--- config.mk ---
export PLATFORM = sky130hd
export DESIGN_NAME = sbox_keystream_gen
export DESIGN_NICKNAME = d
export VERILOG_FILES = /design/src/rtl/sbox_cipher_pkg.sv /design/src/rtl/sbox_lut.sv /design/src/rtl/sbox_keystream_gen.sv
export SDC_FILE = /design/constraint.sdc
export NUM_CORES = 1
export LEC_CHECK = 0
export BUFFER_PORTS_ARGS = -buffer_cell sky130_fd_sc_hd__buf_2
export CORE_MARGIN = 2
export CORE_UTILIZATION = 40
export DETAILED_ROUTE_END_ITERATION = 8
export PLACE_DENSITY = 0.59
export SYNTH_ARGS = -nofsm -noshare
export SYNTH_HDL_FRONTEND = slang
export SYNTH_HIERARCHICAL = 1
export SYNTH_SLANG_ARGS = --single-unit
--- constraint.sdc ---
create_clock -name clk -period 5.4 [get_ports clk]
set_clock_uncertainty 0.2 [all_clocks]
set_input_delay 0.54 -clock clk [delete_from_list [all_inputs] [get_ports clk]]
set_output_delay 0.54 -clock clk [all_outputs]
set_load 0.005 [all_outputs]
--- src/rtl/sbox_cipher_pkg.sv ---
// Shared types and constants for the S-box based stream cipher.
// Holds the controller state enum, the NLFSR geometry and the tap positions
// used by the keystream step function.
package sbox_cipher_pkg;

    typedef logic [7:0] byte_t;

    typedef enum logic [1:0] {
        IDLE   = 2'd0,
        WARMUP = 2'd1,
        RUN    = 2'd2
    } state_e;

    localparam int STATE_BYTES = 16;

    // Tap positions into the 16-byte NLFSR state.
    localparam int TAP_SB_B0 = 0;   // XORed with TAP_SB_B1 to address the feedback S-box
    localparam int TAP_SB_A  = 3;   // addresses the keystream S-box
    localparam int TAP_FB    = 7;   // linear term of the feedback byte
    localparam int TAP_Z     = 10;  // linear term of the keystream byte
    localparam int TAP_SB_B1 = 13;

endpackage

--- src/rtl/sbox_lut.sv ---
// AES forward S-box as a purely combinational 256-entry lookup.
// Latency: combinational, zero cycles.
// Backpressure: none, no handshake.
// Ports: addr_i - input byte; data_o - SBOX(addr_i).
module sbox_lut (
    input  logic [7:0] addr_i,
    output logic [7:0] data_o
);

    // Entry 0 sits in the most significant byte, so the table reads row by row
    // in the usual 0x00..0xff order.
    localparam logic [2047:0] SBOX_TABLE = {
        128'h637c777bf26b6fc53001672bfed7ab76,
        128'hca82c97dfa5947f0add4a2af9ca472c0,
        128'hb7fd9326363ff7cc34a5e5f171d83115,
        128'h04c723c31896059a071280e2eb27b275,
        128'h09832c1a1b6e5aa0523bd6b329e32f84,
        128'h53d100ed20fcb15b6acbbe394a4c58cf,
        128'hd0efaafb434d338545f9027f503c9fa8,
        128'h51a3408f929d38f5bcb6da2110fff3d2,
        128'hcd0c13ec5f974417c4a77e3d645d1973,
        128'h60814fdc222a908846eeb814de5e0bdb,
        128'he0323a0a4906245cc2d3ac629195e479,
        128'he7c8376d8dd54ea96c56f4ea657aae08,
        128'hba78252e1ca6b4c6e8dd741f4bbd8b8a,
        128'h703eb5664803f60e613557b986c11d9e,
        128'he1f8981169d98e949b1e87e9ce5528df,
        128'h8ca1890dbfe6426841992d0fb054bb16
    };

    // ~addr_i == 255 - addr_i selects the byte counted from the MSB end.
    assign data_o = SBOX_TABLE[{~addr_i, 3'b000} +: 8];

endmodule

--- src/rtl/sbox_keystream_gen.sv ---
// Byte-serial NLFSR keystream generator that XORs the keystream onto a byte stream.
// Latency: one cycle from input accept to out_valid; throughput one byte per cycle.
// Backpressure: in_ready = !out_valid || out_ready in RUN; output is held while stalled.
//
// Ports:
//   clk, rst        - clock (rising edge), synchronous active-high reset
//   init, key, iv   - init pulse loads S[i] = key byte i ^ iv byte i, then warms up
//   in_valid/in_ready/in_data    - plaintext (or ciphertext) byte input
//   out_valid/out_ready/out_data - in_data XOR keystream byte
//   busy            - high while warm-up steps are running
module sbox_keystream_gen
    import sbox_cipher_pkg::*;
#(
    parameter int WARMUP_STEPS = 32
) (
    input  logic                     clk,
    input  logic                     rst,
    input  logic                     init,
    input  logic [8*STATE_BYTES-1:0] key,
    input  logic [8*STATE_BYTES-1:0] iv,
    input  logic                     in_valid,
    output logic                     in_ready,
    input  logic [7:0]               in_data,
    output logic                     out_valid,
    input  logic                     out_ready,
    output logic [7:0]               out_data,
    output logic                     busy
);

    localparam int CW = (WARMUP_STEPS > 1) ? $clog2(WARMUP_STEPS) : 1;
    // The counter holds the index of the warm-up step in progress; the step
    // with index WARMUP_STEPS-1 is the last one before RUN.
    localparam logic [CW-1:0] WCNT_LAST = CW'((WARMUP_STEPS > 0) ? WARMUP_STEPS - 1 : 0);

    typedef byte_t state_t [STATE_BYTES];

    state_e        state_q, state_d;
    state_t        s_q, s_d, s_step;
    logic [CW-1:0] wcnt_q, wcnt_d;
    logic          out_valid_q, out_valid_d;
    byte_t         out_data_q, out_data_d;

    byte_t sb_a_addr, sb_b_addr, sb_a, sb_b;
    byte_t z, fb;
    logic  accept;

    assign sb_a_addr = s_q[TAP_SB_A];
    assign sb_b_addr = s_q[TAP_SB_B0] ^ s_q[TAP_SB_B1];

    sbox_lut u_sbox_a (
        .addr_i (sb_a_addr),
        .data_o (sb_a)
    );

    sbox_lut u_sbox_b (
        .addr_i (sb_b_addr),
        .data_o (sb_b)
    );

    assign z  = sb_a ^ s_q[TAP_Z];
    assign fb = sb_b ^ s_q[TAP_FB];

    // Post-step state; only committed when the controller decides to step.
    always_comb begin
        for (int i = 0; i < STATE_BYTES - 1; i++) begin
            s_step[i] = s_q[i + 1];
        end
        s_step[STATE_BYTES - 1] = fb;
    end

    assign in_ready  = (state_q == RUN) && (!out_valid_q || out_ready);
    assign accept    = in_valid && in_ready;
    assign busy      = (state_q == WARMUP);
    assign out_valid = out_valid_q;
    assign out_data  = out_data_q;

    always_comb begin
        state_d     = state_q;
        s_d         = s_q;
        wcnt_d      = wcnt_q;
        out_valid_d = out_valid_q;
        out_data_d  = out_data_q;

        if (init) begin
            // init overrides any handshake in the same cycle; a byte offered
            // alongside init is not consumed into the new stream.
            for (int i = 0; i < STATE_BYTES; i++) begin
                s_d[i] = key[8*i +: 8] ^ iv[8*i +: 8];
            end
            wcnt_d      = '0;
            out_valid_d = 1'b0;
            state_d     = (WARMUP_STEPS == 0) ? RUN : WARMUP;
        end else begin
            case (state_q)
                WARMUP: begin
                    s_d = s_step;
                    if (wcnt_q == WCNT_LAST) begin
                        state_d = RUN;
                    end else begin
                        wcnt_d = wcnt_q + 1'b1;
                    end
                end
                RUN: begin
                    if (accept) begin
                        s_d         = s_step;
                        out_data_d  = in_data ^ z;
                        out_valid_d = 1'b1;
                    end else if (out_valid_q && out_ready) begin
                        out_valid_d = 1'b0;
                    end
                end
                default: begin
                    // IDLE waits for init.
                end
            endcase
        end
    end

    always_ff @(posedge clk) begin
        if (rst) begin
            state_q     <= IDLE;
            wcnt_q      <= '0;
            out_valid_q <= 1'b0;
            out_data_q  <= '0;
            for (int i = 0; i < STATE_BYTES; i++) begin
                s_q[i] <= '0;
            end
        end else begin
            state_q     <= state_d;
            wcnt_q      <= wcnt_d;
            out_valid_q <= out_valid_d;
            out_data_q  <= out_data_d;
            s_q         <= s_d;
        end
    end

endmodule
# ---- Word-level counts from Yosys, hierarchy flattened
# Cells that the tools add are included.
dict set report word_totals {
  out_inout_bits 11
  register_bits 144
}
dict set report op_classes {
  reduce_logical 16
  n_eq_ne 4
  bitwise_logic 24
  shifts 2
  muxes 8
  add_sub_neg 1
}
# cell n
set ops {}
lappend ops {{variable part select 2048 x 12 -> 8 bit, first input constant} 2}
lappend ops {{2-to-1 mux 128 bit} 2}
lappend ops {{one-hot mux 128 bit (2 select lines)} 1}
lappend ops {{bitwise XOR 8 bit} 20}
lappend ops {{NOT 8 bit} 2}
lappend ops {{AND reduction 2 bit} 5}
lappend ops {{nonzero test 2 bit} 3}
lappend ops {{adder 5 x 1 -> 5 bit, second input constant} 1}
lappend ops {{equality test 5 bit, second input constant} 1}
lappend ops {{2-to-1 mux 1 bit} 5}
lappend ops {{logical AND 1 bit} 3}
lappend ops {{inequality test 3 bit, second input constant} 1}
lappend ops {{AND reduction 3 bit} 1}
lappend ops {{nonzero test 3 bit} 1}
lappend ops {{equality test 2 x 1 -> 1 bit, second input constant} 1}
lappend ops {{equality test 2 bit, second input constant} 1}
lappend ops {{NOT 1 bit} 2}
lappend ops {{OR reduction 2 bit} 1}
lappend ops {{logical NOT 1 bit} 1}
lappend ops {{logical OR 1 bit} 1}

# ---- Depth between registers and ports, before layout
# Gate-level depths: netlist (run 1).
dict set report logic_depth {
  depth_word 7
  depth_mapped 15
  depth_no_buf 12
}

# ---- By module
# The synthesis (run 1) kept the hierarchy.
# mod instances cells_per_inst area_each_um2
set modules_own_cells {}
lappend modules_own_cells {sbox_keystream_gen 1 940 8657.1}
lappend modules_own_cells {sbox_lut 2 550 3533.4}

# ---- Least setup slack after synthesis (run 1)
# Ideal clock, no wire load.
dict set report synth_timing {
  path_type {reg-to-reg}
  start {reg s_q[17] in the netlist's numbering}
  end {reg s_q[6] in the netlist's numbering}
  path_stages_with_launch 15
  period_less_slack_ps 3572
  arrival_ps 3301
  setup_slack_ps 1828
  setup_time_ps 72
  path_cell_list {dfxtp_1 -> xor2_1 -> buf_2 -> inv_1 -> ha_1 -> or2_2 -> clkbuf_1 -> o22ai_1 -> a311oi_1 -> a211oi_1 -> a211oi_1 -> o22ai_1 -> xor2_1 -> o211ai_2 -> a21oi_1}
}
dict set report synth_between {
  elab_chain_cells 7
}
# element line_no
set synth_lines {}
lappend synth_lines {{from (decl)} sbox_keystream_gen.sv:38} ;# state_t s_q, s_d, s_step;
lappend synth_lines {{from (signal, indexed assignment)} sbox_keystream_gen.sv:126} ;# s_q[i] <= '0;
lappend synth_lines {{from (signal assigned)} sbox_keystream_gen.sv:133} ;# s_q <= s_d;
lappend synth_lines {{bitwise XOR 8 bit *} sbox_keystream_gen.sv:48} ;# assign sb_b_addr = s_q[TAP_SB_B0] ^ s_q[TAP_SB_B1];
lappend synth_lines {{via sb_b_addr[1]} sbox_keystream_gen.sv:43} ;# byte_t sb_a_addr, sb_b_addr, sb_a, sb_b;
lappend synth_lines {{NOT 8 bit *} sbox_lut.sv:32} ;# assign data_o = SBOX_TABLE[{~addr_i, 3'b000} +: 8];
lappend synth_lines {{variable part select 2048 x 12 -> 8 bit *} sbox_lut.sv:32}
lappend synth_lines {{via sb_b[6]} sbox_keystream_gen.sv:43}
lappend synth_lines {{bitwise XOR 8 bit *} sbox_keystream_gen.sv:61} ;# assign fb = sb_b ^ s_q[TAP_FB];
lappend synth_lines {{2-to-1 mux 128 bit} sbox_keystream_gen.sv:104} ;# if (accept) begin
lappend synth_lines {{one-hot mux 128 bit (2 select lines) *} sbox_keystream_gen.sv:94} ;# case (state_q)
lappend synth_lines {{2-to-1 mux 128 bit *} sbox_keystream_gen.sv:84} ;# if (init) begin
# Mark *: on every way through the listed nets, which the timed path passes. The rest lies on a longest branch. The select of a mux whose other input is x is not followed.
# A chain may end at the register's enable or synchronous reset.

# ---- Worst setup path in the final report (run 1)
dict set report layout_timing {
  start {reg s_q[17] in the netlist's numbering}
  end {reg s_q[1] in the netlist's numbering}
}
# The elaborated chain is that of the path after synthesis.

==> summary.md, run 1 <==
| Metric | Value |
|---|---|
| Status | `finished, final reports clean` |
| Final instance area | `17,600 µm²` |
| Measured slew at the worst slew-check pin | `0.929 ns` |
| Initial antenna violation count | `0` |
| Slew HR | `38.0%` |
| Overall routing resource usage | `31.7%` |
| Post-synth EDFFs | `0` |
| Reg2reg start | `s_q[17]` |
| Post-Syn Instances | `2,040` |
| Die area | `40,900 µm²` |
| Mapped Avg Cell Area | `7.71 µm²` |
| #FFs+latches synth | `144` |
| Num CTS Buffers | `17` |
| Syn Nets | `2,341` |
| Port bufs | `279` |
| Worst skew pair latency | `0.45 ns` |
| Max Cap Viol | `0` |
| Peak Freq | `233 MHz` |
| Setup CP Type | `register to register` |
| Die height | `202 µm` |
| Startpoint Class | `register` |
| Clk slew on worst S/H paths | `0.07 ns` |
| Final worst path period need | `4.29 ns` |
| FP Rows | `72` |
| Number of global-route vias before repair | `16,500` |
| Worst setup path startpoint | `s_q[17]` |
| Post-Syn Area | `15,700 µm²` |
| Synth cell types | `87` |
| Hpwl dp | `46,800 µm` |
| Yosys warnings | `6` |
| Placeable Area | `38,700 µm²` |
| First drt pass iteration count | `8` |
| Maximum vdd drop | `0.215 mV` |
| Arrival time at the worst endpoint | `4.47 ns` |
| Root Buffer | `clkbuf_16` |
| Initial Utilization | `40.6%` |
| Iter 0 DRT Violations | `2,278` |
| Worst Min Path Start | `in_valid` |
| Primary FF master, synth | `dfxtp_1` |
| CTS tree | `built` |
| Nets | `2,483` |
| Die X | `202 µm` |
| Fill count | `3,983` |
| Final TNS setup | `0 ns` |
| Post-route ant nets | `0` |
| DR vias/cell | `6.28` |
| Post-CTS Setup Inserts | `0` |
| Worst path required time | `5.58 ns` |
| Final setup viols | `0` |
| Via count | `17,000` |
| Sequential-to-total area share from yosys stat | `18.3%` |
| Hold-fix buffers at CTS | `0` |
| Final WL | `66,700 µm` |
| Hold Path Class | `primary input to register` |
| Layout area overhead | `12.0%` |
| Hold Violations, Final | `0` |
| Total power | `0.00483 W` |
| Residual DRC | `0` |
| Layout cells sized above 1 | `30.0%` |
| PwrDens | `274 nW/µm²` |
| Antenna Cells | `0` |
| CTS resizes | `0` |
| H-tree levels | `4` |
| Finished Core Util | `45.5%` |
| Leak pwr | `6.51 nW` |
| Pre-CTS setup slack | `1.34 ns` |
| Pins over their slew limit | `0` |
| Clk buf depth | `2` |
| Pin count of the biggest net entering global routing | `156` |
| Final Wtd Congestion | `1.10` |
| Area occupied by multi-input gates | `11,500 µm²` |
| Clk sinks | `144` |
| Avg WL per Cell | `24.6 µm` |
| Cell Area, Placed | `17,100 µm²` |
| Setup WS post-layout | `1.11 ns` |
| RSZ-0062 raised after global routing | `no` |
| Register area | `2890 µm²` |
| Global-route wire length before repair | `101,000 µm` |
| Tcrit/Tclk final | `79.4%` |
| Top Ports | `280` |
| GRT overflow | `0` |
| Critical Path End Type | `register` |
| Asr flop ratio synth | `0%` |
| CP Max Fanout | `32` |
worst max-delay path, cell delays in order (launching register included):
cell,delay [ns]
dfxtp_1,0.40
xor2_2,0.20
buf_12,0.23
inv_1,0.28
ha_1,0.87
inv_1,0.36
nor2_1,0.35
o32ai_1,0.14
nand2_1,0.07
o311ai_0,0.26
a22oi_1,0.32
xor2_1,0.23
o211ai_2,0.09
a21oi_1,0.18
flip-flops by register name, summed over array words and instances (netlist names):
name       count
s_q          120
out_data       8
sb_a_addr      8
wcnt_q         5
state_q        2
out_valid      1
layer usage:
layer  routed length, µm  vias up  track usage, %
li1                    -     7695               -
met1               26600     8010            40.8
met2               29800     1096            49.5
met3                6680      236            7.42
met4                3580        0            16.0
met5                   0        -               0
stage by stage:
step,hold slack (ns),std cells
2_1_floorplan,0.232,2040
3_3_place_gp,0.250,2681
3_5_place_dp,0.259,2681
4_1_cts,0.193,2713
5_1_grt,0.221,2713
6_report,0.208,2713
worst paths after layout:
path / end / slack [ns] / cells after the start
worst min register to register: s_q[72] / 0.27 / 2
worst max register to register: s_q[1] / 1.11 / 13
worst min-delay path: out_valid / 0.21 / 3
worst max-delay path: s_q[1] / 1.11 / 13
cells in the final DEF, fill, tap and decap left out, types with 13 or more instances in the layout:
master / n
buf_4: 50
o21ai_0: 94
ha_1: 32
buf_2: 277
o22ai_1: 26
nor2b_1: 33
and2_1: 16
o21ai_1: 15
clkbuf_16: 17
nor3_1: 24
nand2b_1: 47
a21oi_1: 143
nor2_1: 106
xnor2_1: 147
o211ai_2: 120
dfxtp_1: 140
inv_1: 22
xor2_1: 13
nand3_1: 36
a31oi_1: 34
a311oi_1: 26
o211ai_1: 34
a211oi_1: 26
nand2_1: 330
o31ai_1: 14
a21oi_2: 92
cells in the mapped netlist, drive strengths merged (8+ instances only):
cell,instances,area share (%)
a211o,8,0.45
xor2,20,1.1
or2,15,0.60
ha,32,2.5
and3,9,0.36
a31oi,34,1.4
nand2,338,8.2
nand2b,51,2.2
nand3,36,1.1
nor3,24,0.76
o32ai,8,0.45
mux2i,12,0.76
o21ai,109,3.5
o211ai,154,11
mux2,8,0.62
nor2,108,2.8
o31ai,14,0.67
a221oi,16,1.1
a21oi,235,9.7
a211oi,26,1.2
nor2b,39,1.7
a311oi,27,1.5
xnor2,147,8.2
o311ai,16,0.89
clkbuf,61,1.5
buf,151,7.2
dfxtp,144,18
and2,18,0.75
o22ai,26,1.0
inv,24,0.57
a22oi,12,0.57
cells by family after synthesis:
group	Yosys count	share of synthesized area, %
compound gates	768	38.4
xor+xnor	167	9.30
fa+ha+maj	32	2.55
buf+inv	236	9.22
flops	144	18.3
mux	26	2.24
simple gates	667	19.9
layout make-up:
cell class | count | area share [%]
multi-input cells | 1660 | 65.4
well taps | 518 | 3.68
flip-flops and latches | 144 | 16.4
clock inverters | 14 | 0.675
clock buffers | 18 | 2.49
inverters | 24 | 0.512
repair buffers | 335 | 10.8
where the power goes:
part | switching, W | internal (W)
registers | 0.000115 | 0.00115
clock network | 0.000531 | 0.000615
logic | 0.00155 | 0.000878
Power figures use the tool's default switching activity.
==> inputs of run 2 (changes only) <==
Settings changed: PLACE_DENSITY 0.59 to 0.62.
Clock period 5.4 ns to 3.5 ns, I/O delays scaled along.
==> summary.md, run 2 (synthesis gave the netlist of run 1 again) <==
| Metric | Value |
|---|---|
| Global-route met2 utilization | `58.9% (was 49.5%)` |
| Commonest non-fill, non-tap cell in the layout | `nand2_1 (unchanged)` |
| Num CTS Buffers | `17 (unchanged)` |
| RR Endpoint | `out_data[7] (was s_q[1])` |
| Hold depth | `4 (was 3)` |
| Met1 Resource Use GR | `43.9% (was 40.8%)` |
| Avg WL per Cell | `25.8 µm (was 24.6 µm)` |
| Measured slew at the worst slew-check pin | `0.840 ns (was 0.929 ns)` |
| CP max-delay cell | `nor2b_1 (was ha_1)` |
| Pin count of the biggest net entering global routing | `129 (was 156)` |
| Maximum vdd drop | `0.394 mV (was 0.215 mV)` |
| Peak Freq | `294 MHz (was 233 MHz)` |
| Number of global-route vias before repair | `17,400 (was 16,500)` |
| H-tree levels | `4 (unchanged)` |
| Critical Path End Type | `register (unchanged)` |
| Max FFs per register | `120 (unchanged)` |
| Port bufs | `279 (unchanged)` |
| Placeable Area | `38,700 µm² (unchanged)` |
| Hpwl dp | `56,700 µm (was 46,800 µm)` |
| Fill count | `3,824 (was 3,983)` |
| CP Max Fanout | `33 (was 32)` |
| Antenna Cells | `0 (unchanged)` |
| Initial Utilization | `40.6% (unchanged)` |
| FP Rows | `72 (unchanged)` |
| Die X | `202 µm (unchanged)` |
| Max Cap Viol | `0 (unchanged)` |
| Iter 0 DRT Violations | `1,880 (was 2,278)` |
| Leak pwr | `7.46 nW (was 6.51 nW)` |
| DR vias/cell | `6.12 (was 6.28)` |
| Final setup viols | `0 (unchanged)` |
| Setup CP Type | `register to register (unchanged)` |
| Final Wtd Congestion | `1.08 (was 1.10)` |
| CTS tree | `built (unchanged)` |
| Post-route ant nets | `0 (unchanged)` |
| Most frequent CP cell | `xnor2_1 (was inv_1)` |
| Clk buf depth | `2 (unchanged)` |
| Status | `finished, final reports clean (unchanged)` |
| Initial antenna violation count | `0 (unchanged)` |
| Root Buffer | `clkbuf_16 (unchanged)` |
| Slew HR | `43.9% (was 38.0%)` |
| Final WL | `74,900 µm (was 66,700 µm)` |
| Reg with most FFs | `s_q (unchanged)` |
| Via count | `17,700 (was 17,000)` |
| Worst path required time | `3.63 ns (was 5.58 ns)` |
| Residual DRC | `0 (unchanged)` |
| Post-CTS Setup Inserts | `0 (unchanged)` |
| RSZ-0062 raised after global routing | `no (unchanged)` |
| Setup WS post-layout | `0.0950 ns (was 1.11 ns)` |
| Worst Min Path Start | `out_ready (was in_valid)` |
| Delay of the slowest critical-path stage | `0.43 ns (was 0.87 ns)` |
| First drt pass iteration count | `6 (was 8)` |
| GRT overflow | `0 (unchanged)` |
| Worst skew pair latency | `0.47 ns (was 0.45 ns)` |
| FF-to-FF setup slack | `0.1 ns (was 1.11 ns)` |
| Final worst path period need | `3.40 ns (was 4.29 ns)` |
| Final instance area | `19,200 µm² (was 17,600 µm²)` |
| Pre-CTS setup slack | `0.0783 ns (was 1.34 ns)` |
| Hold Violations, Final | `0 (unchanged)` |
| Tcrit/Tclk final | `97.3% (was 79.4%)` |
| Die height | `202 µm (unchanged)` |
| Global-route wire length before repair | `111,000 µm (was 101,000 µm)` |
| PwrDens | `425 nW/µm² (was 274 nW/µm²)` |
| Pins over their slew limit | `0 (unchanged)` |
| Overall routing resource usage | `35.8% (was 31.7%)` |
| Layer carrying the most global-route usage | `met2 (unchanged)` |
| Crit-path cells | `buf_12 -> ha_1 -> buf_4 -> nor2b_1 -> a22oi_1 -> a31oi_1 -> a211oi_1 -> o21ai_1 -> o31ai_1 -> xnor2_1 -> xnor2_1 -> mux2i_1 -> nor2_1 (was xor2_2 -> buf_12 -> inv_1 -> ha_1 -> inv_1 -> nor2_1 -> o32ai_1 -> nand2_1 -> o311ai_0 -> a22oi_1 -> xor2_1 -> o211ai_2 -> a21oi_1)` |
| Met3 Use GR | `5.45% (was 7.42%)` |
| Layout cells sized above 1 | `35.8% (was 30.0%)` |
| Layout area overhead | `22.3% (was 12.0%)` |
| Clk slew on worst S/H paths | `0.07 ns (about the same)` |
| Hold path endpoint | `out_valid (unchanged)` |
| Die area | `40,900 µm² (unchanged)` |
| Cell Area, Placed | `18,600 µm² (was 17,100 µm²)` |
| Total power | `0.00817 W (was 0.00483 W)` |
| Top Ports | `280 (unchanged)` |
| Worst Hold Slack | `0.0590 ns (was 0.208 ns)` |
| Nets | `2,668 (was 2,483)` |
| Hold Path Class | `primary input to register (unchanged)` |
| Commonest non-fill, non-tap cells in the layout | `nand2_1, buf_2, buf_4 (was nand2_1, buf_2, xnor2_1)` |
| Arrival time at the worst endpoint | `3.54 ns (was 4.47 ns)` |
| Final TNS setup | `0 ns (unchanged)` |
| Startpoint Class | `register (unchanged)` |
| Reg2reg start | `sb_a_addr[1] (was s_q[17])` |
| R2r worst-path depth | `13 (unchanged)` |
| Clk sinks | `144 (unchanged)` |
## run 2: changes by cell type in the layout (fill, tap and decap cells not counted), moves of 2 or more
| cell | before | now |
|---|---|---|
| buf_4 | 50 | 221 |
| buf_12 | 6 | 19 |
| clkinv_2 | 3 | 0 |
| clkinv_8 | 0 | 2 |
| clkinvlp_4 | 0 | 2 |
| ha_1 | 32 | 30 |
| ha_2 | 0 | 2 |
| o311ai_0 | 10 | 8 |
| xor2_2 | 2 | 4 |
## run 2: metrics by stage
stage / util (%) / instances
2_1_floorplan: - / 2040
4_1_cts: 49.5 / 2898
6_report: 49.6 / 2898
5_1_grt: 49.6 / 2898
3_5_place_dp: 48.0 / 2865
3_3_place_gp: 48.0 / 2865
## run 2: how the worst max path moves through the flow
stage,startpoint,cells after the start,slack (ns),end
finish,sb_a_addr[1],13,0.1,out_data[7]
global route,s_q[16],13,0.005,s_q[6]
CTS,s_q[16],12,0.07,s_q[1]
detailed placement,s_q[16],12,0.08,s_q[1]
global placement,s_q[16],16,0.10,s_q[5]
floorplan,s_q[16],14,0.05,s_q[6]
## run 2: worst max-delay path: cells and delay by family (launching register included)
kind / cells / cell delay (ns)
AO/OA/AOI/OAI: 5 / 0.83
AND/OR/NAND/NOR: 2 / 0.49
XOR/XNOR: 2 / 0.45
buffers and inverters: 2 / 0.42
flip-flops: 1 / 0.37
adder cells (fa/ha/maj): 1 / 0.32
multiplexers: 1 / 0.15
## run 2: layer usage
metal / part of all wire, % / vias up
li1: - / 8062
met1: 39 / 8406
met2: 46 / 1026
met3: 7.9 / 251
met4: 6.9 / 0
met5: 0 / -
## run 2: area by class of cell
type | instances | area [µm²] | area share (%)
clock buffers | 18 | 439 | 2.28
clock inverters | 14 | 145 | 0.755
inverters | 24 | 90.1 | 0.469
multi-input cells | 1660 | 11500 | 60.1
flip-flops and latches | 144 | 2890 | 15.1
well taps | 518 | 648 | 3.37
repair buffers | 520 | 3460 | 18.0
## run 2: report_power, final
| group | switching, W | total [W] | internal [W] |
|---|---|---|---|
| logic | 0.00261 | 0.00437 | 0.00176 |
| clock network | 0.000896 | 0.00186 | 0.000966 |
| registers | 0.000176 | 0.00194 | 0.00177 |
## run 2: what timing repair did
item	in CTS	in global routing
gates resized for setup	0	14
hold buffers	1	0
hold endpoints to repair	1	0
setup endpoints to repair	0	11
